--- src/rtl/serial_adder_pkg.sv ---
// Shared constants for the bit-serial adder.
// State encoding and default operand width.
package serial_adder_pkg;

    localparam int SA_WIDTH = 8;

    localparam logic [1:0] ST_IDLE = 2'd0;
    localparam logic [1:0] ST_RUN  = 2'd1;
    localparam logic [1:0] ST_DONE = 2'd2;

endpackage

--- src/rtl/serial_adder_full_adder_bit.sv ---
// One-bit full adder built from two half-adder cells.
// Purely combinational; feeds the serial carry loop.
module half_adder (
    input  logic a,
    input  logic b,
    output logic sum,
    output logic cout
);
    assign sum  = a ^ b;
    assign cout = a & b;
endmodule

module full_adder_bit (
    input  logic a,
    input  logic b,
    input  logic cin,
    output logic sum,
    output logic cout
);
    logic s0;
    logic c0;
    logic c1;

    half_adder u_ha0 (
        .a    (a),
        .b    (b),
        .sum  (s0),
        .cout (c0)
    );

    half_adder u_ha1 (
        .a    (s0),
        .b    (cin),
        .sum  (sum),
        .cout (c1)
    );

    assign cout = c0 | c1;
endmodule

--- src/rtl/serial_adder.sv ---
// Bit-serial unsigned adder, LSB first, one bit per clock.
// Result and carry-out are registered with a one-cycle done strobe.
module serial_adder
    import serial_adder_pkg::*;
#(
    parameter int WIDTH = SA_WIDTH
) (
    input  logic             clk,
    input  logic             rst,
    input  logic             start,
    input  logic [WIDTH-1:0] a,
    input  logic [WIDTH-1:0] b,
    output logic             busy,
    output logic             done,
    output logic [WIDTH-1:0] sum,
    output logic             cout
);

    localparam int CW = $clog2(WIDTH) + 1;
    localparam logic [CW-1:0] LAST = CW'(WIDTH - 1);

    logic [1:0]       state_q, state_d;
    logic [WIDTH-1:0] a_sh_q, a_sh_d;
    logic [WIDTH-1:0] b_sh_q, b_sh_d;
    logic [WIDTH-1:0] s_sh_q, s_sh_d;
    logic [WIDTH-1:0] sum_q, sum_d;
    logic [CW-1:0]    cnt_q, cnt_d;
    logic             carry_q, carry_d;
    logic             cout_q, cout_d;
    logic             fa_s;
    logic             fa_co;

    full_adder_bit u_fa (
        .a    (a_sh_q[0]),
        .b    (b_sh_q[0]),
        .cin  (carry_q),
        .sum  (fa_s),
        .cout (fa_co)
    );

    // Next-state: accept in IDLE/DONE, shift one bit per cycle in RUN.
    always_comb begin
        state_d = state_q;
        a_sh_d  = a_sh_q;
        b_sh_d  = b_sh_q;
        s_sh_d  = s_sh_q;
        sum_d   = sum_q;
        cnt_d   = cnt_q;
        carry_d = carry_q;
        cout_d  = cout_q;
        unique case (state_q)
            ST_IDLE, ST_DONE: begin
                if (start) begin
                    a_sh_d  = a;
                    b_sh_d  = b;
                    carry_d = 1'b0;
                    cnt_d   = '0;
                    state_d = ST_RUN;
                end else begin
                    state_d = ST_IDLE;
                end
            end
            ST_RUN: begin
                carry_d = fa_co;
                s_sh_d  = s_sh_q >> 1;
                s_sh_d[WIDTH-1] = fa_s;
                a_sh_d  = a_sh_q >> 1;
                b_sh_d  = b_sh_q >> 1;
                cnt_d   = cnt_q + CW'(1);
                if (cnt_q == LAST) begin
                    sum_d   = s_sh_d;
                    cout_d  = fa_co;
                    state_d = ST_DONE;
                end
            end
            default: state_d = ST_IDLE;
        endcase
    end

    // State and datapath registers; reset discards any in-flight add.
    always_ff @(posedge clk) begin
        if (rst) begin
            state_q <= ST_IDLE;
            a_sh_q  <= '0;
            b_sh_q  <= '0;
            s_sh_q  <= '0;
            sum_q   <= '0;
            cnt_q   <= '0;
            carry_q <= 1'b0;
            cout_q  <= 1'b0;
        end else begin
            state_q <= state_d;
            a_sh_q  <= a_sh_d;
            b_sh_q  <= b_sh_d;
            s_sh_q  <= s_sh_d;
            sum_q   <= sum_d;
            cnt_q   <= cnt_d;
            carry_q <= carry_d;
            cout_q  <= cout_d;
        end
    end

    assign busy = (state_q == ST_RUN);
    assign done = (state_q == ST_DONE);
    assign sum  = sum_q;
    assign cout = cout_q;

endmodule

--- config.mk ---
export PLATFORM = sky130hd
export DESIGN_NAME = serial_adder
export DESIGN_NICKNAME = d
export VERILOG_FILES = /design/src/rtl/serial_adder_pkg.sv /design/src/rtl/serial_adder_full_adder_bit.sv /design/src/rtl/serial_adder.sv
export SDC_FILE = /design/constraint.sdc
export NUM_CORES = 1
export LEC_CHECK = 0
export ABC_AREA = 0
export CELL_PAD_IN_SITES_DETAIL_PLACEMENT = 1
export CELL_PAD_IN_SITES_GLOBAL_PLACEMENT = 2
export CORE_MARGIN = 1.5
export CORE_UTILIZATION = 28
export DETAILED_ROUTE_END_ITERATION = 16
export HOLD_SLACK_MARGIN = 0.12
export PLACE_DENSITY = 0.76
export SLEW_MARGIN = 30
export SYNTH_ARGS = -nofsm -noshare
export SYNTH_HDL_FRONTEND = slang
export SYNTH_SLANG_ARGS = --single-unit
--- constraint.sdc ---
create_clock -name clk -period 1.25 [get_ports clk]
set_input_delay 0.375 -clock clk [delete_from_list [all_inputs] [get_ports clk]]
set_output_delay 0.375 -clock clk [all_outputs]
set_load 0.01 [all_outputs]
==> qor.yml <==
cells_and_area:
  drive_above_1_share: 0.298
  instances_no_fill: 297
  nets: 245
  fin_util: 0.420
  syn_to_final_growth_pct: 42.2
  antenna_cells: 0
critical_path:
  timing.rr.end: "cnt_q[2]$_SDFFE_PP0P_"
  cp_slowest_stage_delay_ps: 330
  crit_path_end_kind: "primary output"
  arrival_ps: 920
  cp_max_fo: 2
  required_ps: 880
  worst-path-buf-inv: 2
  cp-start-kind: "flop"
  path_class: "flop to primary output"
  cp_top_family: "flip-flops"
  reg2regPathDepth: 4
  reg2reg_from: "state_q[1]$_SDFFE_PP0P_"
  cp_cell_sequence: "nand2b_4 -> clkinv_4 -> buf_6"
  reg2reg_slack_ps: -40
  critPathSlowestCell: "dfxtp_2"
flow_run:
  max-cap-violations: 0
floorplan:
  initial_core_util: 0.295
  die_area_um2: 6340
  core_area_um2: 5570
  rows: 27
  dieHeight_um: 79.7
  io-pin-count: 30
  fp.dieW_um: 79.7
global_routing:
  grt_pass1_wl_um: 6210
  antenna_found_initial: 0
  grt_pass1_vias: 1303
  overflow: 0
  track_usage: 0.130
  grt_max_degree: 26
min_path:
  hold_path_class: "flop to flop"
  min_path_cells: 2
  min_from: "b_sh_q[2]$_SDFFE_PP0P_"
  hold_end: "b_sh_q[2]$_SDFFE_PP0P_"
place:
  gp_congestion: 0.680
  dp_hpwl_um: 2430
  port_buffers: 29
  place_inst: 282
  pre_cts_slack_ps: -391
route:
  postRouteAntennaNets: 0
  vias_per_cell: 4.79
  wirelength_um: 4010
  drc: 0
  vias: 1424
  drtIter0Drc: 35
  wl_per_cell_um: 13.5
  dr.pass1.iters: 4
clock_network:
  htreeDepth: 2
  postCtsHoldBufs: 0
  clk_path_buf_depth: 2
  root_buffer: "clkbuf_8"
  clk_pin_slew_ps: 80
  cts_buffers: 5
  cts.sinks: 39
  cts_tree: "done"
  insertion_delay_ps: 300
logic_synthesis:
  postSynthNetCount: 198
  synth.cell_area_um2: 1650
  synth_cells: 177
  ys_seq_area_frac: 0.475
  ys_ff_latch: 39
  synth_cell_types: 26
  syn_area_per_cell_um2: 9.30
  synth_warnings: 0
power:
  seqPwrFrac: 0.472
  power.share.clock: 0.394
  vdd_drop_max_uv: 709
  power_density_nw_per_um2: 1190
  p_int_uw: 2130
  p_comb_frac: 0.134
  switching_share: 0.238
  switchingPower_uw: 664
  power_leakage_uw: 0.000877
sta:
  hold_ws_ps: 464
  tns_ps: -176
  hold_viol: 0
  setup_slack_ps: -45.9
  setup-violations-final: 9
  post-route-min-period_ps: 1300
  finClkSkew_ps: 7.33
  rsz0062_at_grt: "yes"
  worst_pin_slew_ps: 259
  slew_viol_final: 0
  slew_headroom: 0.827
  period_share: 1.04
  fmax_mhz: 772
outcome:
  violations: "setup timing"
  outcome: "finished with violations"
final cells by class:
| type | count | area (µm²) |
|---|---|---|
| well taps | 72 | 90.1 |
| clock inverters | 2 | 35.0 |
| inverters | 1 | 8.76 |
| multi-input cells | 124 | 817 |
| fillers | 663 | 3230 |
| clock buffers | 6 | 82.6 |
| flip-flops and latches | 39 | 796 |
| repair buffers | 53 | 510 |
logic make-up (layout without fill, tap and decap cells):
logic type                 count (synthesis)  in the layout  synth area share
and+or+nand+nor                           67             68             0.221
muxes                                     11             11            0.0707
adders and majority gates                  2              2            0.0198
buffers and inverters                     15             62            0.0578
DFF                                       39             39             0.475
AOI/OAI and AO/OA                         43             43             0.157
through the flow:
step	power [µW]	instance area (µm²)
final	2790	2340
after CTS	2810	2300
after floorplan	1530	1650
after global placement	1680	2120
after detailed placement	1680	2120
after global routing	2940	2340
repair_timing:
action                     in CTS  in global routing
setup endpoints to repair      44                 41
gates resized for setup        47                 23
gates cloned                    1                  2
buffers inserted                1                  3
pin swaps                       2                  3
synth_stat cells:
cell | n | area share
dfxtp_1 | 39 | 0.47
a21oi_1 | 28 | 0.085
nand2b_1 | 20 | 0.076
nand3_1 | 19 | 0.058
nand2_1 | 18 | 0.041
a22oi_1 | 14 | 0.064
mux2i_1 | 9 | 0.055
buf_4 | 5 | 0.023
buf_2 | 3 | 0.0091
clkbuf_1 | 3 | 0.0068
buf_6 | 2 | 0.014
nor2_1 | 2 | 0.0046
nor2b_1 | 2 | 0.0076
a211oi_2 | 1 | 0.0076
buf_1 | 1 | 0.0023
clkinv_2 | 1 | 0.0030
fa_1 | 1 | 0.012
ha_1 | 1 | 0.0076
mux2_1 | 1 | 0.0068
mux2_4 | 1 | 0.0091
nand2b_2 | 1 | 0.0053
nand3b_1 | 1 | 0.0046
nand4_1 | 1 | 0.0038
nor2_8 | 1 | 0.012
nor3_1 | 1 | 0.0030
nor3b_1 | 1 | 0.0046
worst register-to-register path, stage by stage, from the launching register on:
cell,delay (ps)
dfxtp_2,330
nand2b_4,140
buf_6,220
mux2_4,330
a211oi_2,200
layout by cell type, fill, tap and decap left out, types with 2 or more instances in the layout:
master / netlist / layout
clkdlybuf4s50_1: 0 / 17
a21oi_1: 28 / 27
buf_2: 3 / 8
buf_12: 0 / 4
clkbuf_8: 0 / 6
nand2b_1: 20 / 20
dfxtp_2: 0 / 12
a22oi_2: 0 / 2
nand2_1: 18 / 18
mux2i_1: 9 / 9
clkdlybuf4s15_2: 0 / 3
buf_4: 5 / 13
dfxtp_1: 39 / 27
a22oi_1: 14 / 12
nor2b_4: 0 / 2
buf_6: 2 / 5
nand3_1: 19 / 19
nor2_1: 2 / 2
sequential cells by signal, indices dropped and copies added (netlist names):
| signal | cells |
|---|---|
| sum | 8 |
| carry_q | 1 |
| cout | 1 |
| b_sh_q | 8 |
| cnt_q | 4 |
| a_sh_q | 8 |
| s_sh_q | 7 |
| state_q | 2 |
worst max-delay path by stage:
stage / from / end / depth (start not counted)
6_report: state_q[1]$_SDFFE_PP0P_ / busy / 3
5_1_grt: state_q[1]$_SDFFE_PP0P_ / busy / 3
4_1_cts: state_q[1]$_SDFFE_PP0P_ / busy / 3
3_5_place_dp: start / a_sh_q[1]$_SDFFE_PP0P_ / 5
3_3_place_gp: start / b_sh_q[5]$_SDFFE_PP0P_ / 5
2_1_floorplan: cnt_q[0]$_SDFFE_PP0P_ / cout$_SDFFE_PP0P_ / 4
routing by layer:
layer / GRT usage / share of wire
met4: 0.0421 / 0.0090
met2: 0.206 / 0.48
met1: 0.164 / 0.46
met3: 0.0457 / 0.048
met5: 0 / 0
power by group through the flow:
stage | Clock [µW] | Sequential (µW) | Combinational (µW)
finish | 1100 | 1320 | 373
global route | 1210 | 1320 | 408
CTS | 1140 | 1310 | 362
detailed placement | 0 | 1340 | 340
global placement | 0 | 1340 | 339
floorplan | 0 | 1340 | 193
(Power assumes the default switching activity.)
